## src/rtl/imem_loader.sv

```systemverilog
// -----------------------------------------------------------------------------
// imem_loader
// Boot-link program loader. Parses a framed byte stream
//   0xA5 | LEN_HI | LEN_LO | N payload bytes | CSUM (8-bit sum of payload)
// and writes payload byte k to instruction-memory byte address k. The core is
// held in reset until a complete image with a matching checksum is in memory.
//
// Ports
//   clk, rst          : clock, asynchronous active-high reset
//   i_in_data/valid   : stream byte and its valid
//   o_in_ready        : byte accepted on a rising edge when valid && ready
//   o_mem_we/addr/wdata : registered byte write port to instruction memory
//   o_core_rst        : core reset, released only after a good load
//   o_done / o_err    : status of the last load
//   o_err_code        : 01 bad length, 10 checksum mismatch, 00 none
//
// state    | meaning
// ---------+-----------------------------------------------------------
// IDLE     | waiting for sync byte 0xA5, other bytes discarded
// LEN_HI   | capture high byte of payload length
// LEN_LO   | capture low byte, validate length
// DATA     | write payload bytes, accumulate sum
// CSUM     | capture checksum byte
// CHECK    | one stall cycle, compare sums
// DONE     | image good, core released, 0xA5 restarts a load
// ERR      | load failed, core held, 0xA5 restarts a load
// -----------------------------------------------------------------------------
module imem_loader #(
    parameter int ADDR_W = 8
) (
    input  logic              clk,
    input  logic              rst,
    input  logic [7:0]        i_in_data,
    input  logic              i_in_valid,
    output logic              o_in_ready,
    output logic              o_mem_we,
    output logic [ADDR_W-1:0] o_mem_addr,
    output logic [7:0]        o_mem_wdata,
    output logic              o_core_rst,
    output logic              o_done,
    output logic              o_err,
    output logic [1:0]        o_err_code
);

    typedef enum logic [2:0] {
        S_IDLE, S_LEN_HI, S_LEN_LO, S_DATA, S_CSUM, S_CHECK, S_DONE, S_ERR
    } state_t;

    localparam logic [7:0]  SYNC  = 8'hA5;
    // 17 bits so a length equal to the full memory size is representable.
    localparam logic [16:0] DEPTH = 17'd1 << ADDR_W;

    state_t            r_state, w_state_nxt;
    logic [7:0]        r_len_hi, w_len_hi_nxt;
    logic [15:0]       r_len, w_len_nxt;
    logic [15:0]       r_byte_cnt, w_byte_cnt_nxt;
    logic [7:0]        r_sum, w_sum_nxt;
    logic [7:0]        r_csum, w_csum_nxt;
    logic              r_core_rst, w_core_rst_nxt;
    logic              r_done, w_done_nxt;
    logic              r_err, w_err_nxt;
    logic [1:0]        r_err_code, w_err_code_nxt;
    logic              r_mem_we, w_mem_we_nxt;
    logic [ADDR_W-1:0] r_mem_addr, w_mem_addr_nxt;
    logic [7:0]        r_mem_wdata, w_mem_wdata_nxt;

    logic              w_accept;
    logic              w_sync;
    logic [15:0]       w_len_in;
    logic [15:0]       w_cnt_inc;

    assign o_in_ready = !rst && (r_state != S_CHECK);
    assign w_accept   = i_in_valid && o_in_ready;
    assign w_sync     = w_accept && (i_in_data == SYNC);
    assign w_len_in   = {r_len_hi, i_in_data};
    assign w_cnt_inc  = r_byte_cnt + 16'd1;

    always_ff @(posedge clk or posedge rst) begin
        if (rst) begin
            r_state     <= S_IDLE;
            r_len_hi    <= '0;
            r_len       <= '0;
            r_byte_cnt  <= '0;
            r_sum       <= '0;
            r_csum      <= '0;
            r_core_rst  <= 1'b1;
            r_done      <= 1'b0;
            r_err       <= 1'b0;
            r_err_code  <= 2'b00;
            r_mem_we    <= 1'b0;
            r_mem_addr  <= '0;
            r_mem_wdata <= '0;
        end else begin
            r_state     <= w_state_nxt;
            r_len_hi    <= w_len_hi_nxt;
            r_len       <= w_len_nxt;
            r_byte_cnt  <= w_byte_cnt_nxt;
            r_sum       <= w_sum_nxt;
            r_csum      <= w_csum_nxt;
            r_core_rst  <= w_core_rst_nxt;
            r_done      <= w_done_nxt;
            r_err       <= w_err_nxt;
            r_err_code  <= w_err_code_nxt;
            r_mem_we    <= w_mem_we_nxt;
            r_mem_addr  <= w_mem_addr_nxt;
            r_mem_wdata <= w_mem_wdata_nxt;
        end
    end

    always_comb begin
        w_state_nxt     = r_state;
        w_len_hi_nxt    = r_len_hi;
        w_len_nxt       = r_len;
        w_byte_cnt_nxt  = r_byte_cnt;
        w_sum_nxt       = r_sum;
        w_csum_nxt      = r_csum;
        w_core_rst_nxt  = r_core_rst;
        w_done_nxt      = r_done;
        w_err_nxt       = r_err;
        w_err_code_nxt  = r_err_code;
        w_mem_we_nxt    = 1'b0;
        w_mem_addr_nxt  = r_mem_addr;
        w_mem_wdata_nxt = r_mem_wdata;

        // A sync byte in IDLE, DONE or ERR starts a fresh load; the core goes
        // back into reset on the same edge and all status is cleared.
        if (w_sync && (r_state == S_IDLE || r_state == S_DONE || r_state == S_ERR)) begin
            w_state_nxt    = S_LEN_HI;
            w_byte_cnt_nxt = '0;
            w_sum_nxt      = '0;
            w_core_rst_nxt = 1'b1;
            w_done_nxt     = 1'b0;
            w_err_nxt      = 1'b0;
            w_err_code_nxt = 2'b00;
        end

        case (r_state)
            S_LEN_HI: begin
                if (w_accept) begin
                    w_len_hi_nxt = i_in_data;
                    w_state_nxt  = S_LEN_LO;
                end
            end
            S_LEN_LO: begin
                if (w_accept) begin
                    w_len_nxt = w_len_in;
                    if (({1'b0, w_len_in} > DEPTH) || (w_len_in[1:0] != 2'b00)) begin
                        w_state_nxt    = S_ERR;
                        w_err_nxt      = 1'b1;
                        w_err_code_nxt = 2'b01;
                    end else if (w_len_in == 16'd0) begin
                        w_state_nxt = S_CSUM;
                    end else begin
                        w_state_nxt = S_DATA;
                    end
                end
            end
            S_DATA: begin
                if (w_accept) begin
                    w_mem_we_nxt    = 1'b1;
                    w_mem_addr_nxt  = r_byte_cnt[ADDR_W-1:0];
                    w_mem_wdata_nxt = i_in_data;
                    w_sum_nxt       = r_sum + i_in_data;
                    w_byte_cnt_nxt  = w_cnt_inc;
                    if (w_cnt_inc == r_len) begin
                        w_state_nxt = S_CSUM;
                    end
                end
            end
            S_CSUM: begin
                if (w_accept) begin
                    w_csum_nxt  = i_in_data;
                    w_state_nxt = S_CHECK;
                end
            end
            S_CHECK: begin
                if (r_csum == r_sum) begin
                    w_state_nxt    = S_DONE;
                    w_done_nxt     = 1'b1;
                    w_core_rst_nxt = 1'b0;
                end else begin
                    w_state_nxt    = S_ERR;
                    w_err_nxt      = 1'b1;
                    w_err_code_nxt = 2'b10;
                end
            end
            S_IDLE, S_DONE, S_ERR: begin
            end
            default: begin
                w_state_nxt = S_IDLE;
            end
        endcase
    end

    assign o_mem_we    = r_mem_we;
    assign o_mem_addr  = r_mem_addr;
    assign o_mem_wdata = r_mem_wdata;
    assign o_core_rst  = r_core_rst;
    assign o_done      = r_done;
    assign o_err       = r_err;
    assign o_err_code  = r_err_code;

endmodule
```

## config.mk

```make
export PLATFORM = sky130hd
export DESIGN_NAME = imem_loader
export DESIGN_NICKNAME = d
export VERILOG_FILES = /design/src/rtl/imem_loader.sv
export SDC_FILE = /design/constraint.sdc
export NUM_CORES = 1
export LEC_CHECK = 0
export ABC_AREA = 1
export BUFFER_PORTS_ARGS = -buffer_cell sky130_fd_sc_hd__buf_2
export CORE_MARGIN = 2
export CORE_UTILIZATION = 40
export CTS_CLUSTER_SIZE = 20
export DETAILED_ROUTE_END_ITERATION = 8
export SLEW_MARGIN = 20
export SYNTH_ARGS = -nofsm -noshare
export SYNTH_HDL_FRONTEND = slang
export SYNTH_SLANG_ARGS = --single-unit
```

## constraint.sdc

```tcl
create_clock -name clk -period 2.6 [get_ports clk]
set_clock_uncertainty 0.05 [all_clocks]
set_input_delay 0.39 -clock clk [delete_from_list [all_inputs] [get_ports clk]]
set_output_delay 0.39 -clock clk [all_outputs]
set_load 0.03 [all_outputs]
```

==> run summary <==
Status: completed
DRT Wirelength: 11100 um
Worst EP arrival: 2.37 ns
CTS tree: done
Nature of the critical path endpoint: flip-flop
Final ANT Viol Nets: 0
Share of cells above drive strength 1: 14.9%
Placed cell count: 736
CTS Buf Count: 9
Synth area leaders: dfrtp_1 (45%), nand2_1 (14%), nand3_1 (7.6%), o21ai_0 (7.2%), inv_1 (5.1%)
Netlist Area Pre-Place: 4420 um^2
Final HPWL DP: 7910 um
Overflow left after global routing: 0
Num ports: 34
WL/cell: 14.8 um
FF/Latch Area: 2030 um^2
Slew margin rel.: 45.7%
Final Setup Violations: 0
Tcrit/Tclk final: 82.9%
Multi-input gate area in the final layout: 2110 um^2
Worst-margin pin slew: 0.813 ns
Max clock buf depth: 2
PwrDens: 1060 nW/um^2
Fillers: 1059
Cts hold-fix bufs: 0
Gr usage total: 20.8%
Gpl congestion: 0.883
Slowest-stage cell, CP: dfrtp_1
Chip Width: 109 um
Sinks on Clock Net: 81
CP startpoint kind: flip-flop
Antenna violations before repair: 0
Resized Gates After CTS: 0
Post-synthesis mux area share: 0%
Initial DRC Count: 257
Avg Inst Size Synth: 7.73 um^2
Final hold vios: 0
FF+latch count, synth: 81
Critical path required time: 2.81 ns
Largest net degree at the start of global routing: 55
Final #Nets: 628
Cell chosen for the clock root: clkbuf_8
Largest family of logic cells by synthesized area: simple AND/OR/NAND/NOR gates
Max incr delay on CP: 0.45 ns
Post-synthesis sequential area ratio: 45.9%
Placed inst area: 4780 um^2
Die area: 11900 um^2
Post CTS Setup Buffer Count: 0
Clock insertion delay at the later pin of the skew report: 0.38 ns
Commonest non-fill, non-tap cell in the layout: nand2_1
Initial cell density of the core: 41.0%
Peak fanout along the critical path: 8
Complex-gate fraction of the synthesized area: 10.3%
Max-slew violation count: 0
Area share of and/or/nand/nor cells after synthesis: 31.4%
Core area: 10800 um^2
Detailed Routing Iterations Pass 1: 5
RSZ-0062 raised after global routing: false
P_leak: 2.44 nW
Worst vdd ir: 0.467 mV
Vias in the first global route: 3688
Final Cell Area: 4970 um^2
Buf+Inv Stages, Crit Path: 0
Worst Hold Class: in2async
Finished Layout Cells: 752
Syn Nets: 593
Synth top area share: 45.3%
WS Path Type: reg2reg
# rows: 38
Maxcap violations: 0
Die Y-Extent: 109 um
CP most frequent cell: nand2_1
Area Overhead vs Synth: 12.4%
DRC: 0
Cells after Synth: 572
Vias per std cell: 5.10
H-tree depth: 3
CP Cell Sequence: ha_1 > nand2_2 > nor2_8 > nand3_2 > nand3_1 > nand2_1 > nor2_1 > nand2_1 > nor2_2 > nand4_1 > nand2_1 > nand2_1 > nand2_1 > nand2_1
Number of diodes: 0
PortBufs: 33
CP top delay family: simple AND/OR/NAND/NOR gates
Synth Area in XOR/XNOR: 2.18%
Max Clk Rate: 0.464 GHz
Clock transition at the registers of the reported paths: 0.08 ns
Synth cell types: 36
Synth warnings: 0
Area leader, netlist: dfrtp_1
Routed vias: 3837
Post-synthesis adder-cell area fraction: 3.00%
First-pass GRT wire length: 18500 um
Minimum clock period: 2.16 ns
Most frequent cells in the layout: nand2_1 (159), dfrtp_1 (80), nand3_1 (66)
## flip-flops by register name, summed over array words and instances, names as in the netlist
| name | flops |
|---|---|
| r_byte_cnt | 16 |
| r_len | 16 |
| o_mem_addr | 8 |
| o_mem_wdata | 8 |
| r_csum | 8 |
| r_len_hi | 8 |
| r_sum | 8 |
| r_state | 3 |
| o_err_code | 2 |
| o_core_rst | 1 |
| o_done | 1 |
| o_err | 1 |
| o_mem_we | 1 |
## layout make-up
cell class	count	area share, %
flip-flops and latches	81	40.8
clock buffers	10	2.57
repair buffers	38	4.08
well taps	140	3.52
inverters	66	5.18
clock inverters	6	1.38
multi-input cells	411	42.5
## worst paths after layout
check	to	slack (ns)	startpoint	depth (start not counted)
max reg2reg	r_state[1]$_DFF_PP0_	0.44	r_byte_cnt[0]$_DFF_PP0_	14
max	r_state[1]$_DFF_PP0_	0.44	r_byte_cnt[0]$_DFF_PP0_	14
max in group asynchronous	r_len_hi[6]$_DFFE_PP0P_	1.36	rst	4
min in group clk	r_len[5]$_DFFE_PP0P_	0.25	i_in_data[5]	3
min reg2reg	o_mem_addr[1]$_DFFE_PP0P_	0.43	o_mem_addr[1]$_DFFE_PP0P_	2
min	o_err_code[1]$_DFF_PP0_	0.10	rst	3
## cell usage after synthesis (all sizes together)
cell type	number
fa	1
nor2	45
a211oi	2
inv	65
a31oi	2
xor2	2
clkinv	1
clkbuf	4
a21oi	6
nor3	1
nor4	1
nand4	13
o2111ai	1
dfstp	1
ha	9
buf	10
nand2	172
dfrtp	80
o21ai	66
o31ai	8
or2	1
nand3	69
xnor2	9
and3	1
and2	2
## per-stage QoR
stage	hold slack, ns	setup WS (ns)	power [mW]	util (%)	TNS (ns)
floorplan	0.414	-0.104	3.82	-	-1.31
global placement	0.402	0.495	4.32	44.2	0
detailed placement	0.409	0.468	4.37	44.2	0
CTS	0.119	0.458	5.34	46.1	0
global route	0.129	0.270	5.79	46.1	0
finish	0.102	0.444	5.29	46.1	0
## power breakdown
part | internal (mW) | switching (mW)
sequential | 1.75 | 0.408
clock | 0.447 | 0.500
combinational | 0.776 | 1.41
## cells by family (layout without fill, tap and decap cells)
kind of cell | count (synthesis) | after routing
flops | 81 | 81
xor+xnor | 11 | 11
buf+inv | 80 | 120
compound gates | 85 | 85
simple gates | 305 | 305
fa+ha+maj | 10 | 10
## metal layers
metal / up-vias / share of wire, % / GRT usage, %
met5: - / 0 / 0
met4: 0 / 1.6 / 6.14
met3: 13 / 4.8 / 5.98
met2: 103 / 46 / 32.8
met1: 1777 / 47 / 27.6
li1: 1944 / - / -
## worst register-to-register path: stages (launching register included)
cell,delay [ns]
dfrtp_1,0.45
ha_1,0.24
nand2_2,0.12
nor2_8,0.18
nand3_2,0.09
nand3_1,0.10
nand2_1,0.08
nor2_1,0.12
nand2_1,0.08
nor2_2,0.15
nand4_1,0.12
nand2_1,0.10
nand2_1,0.05
nand2_1,0.05
nand2_1,0.05
No activity file was read; power rests on OpenSTA's default activity.
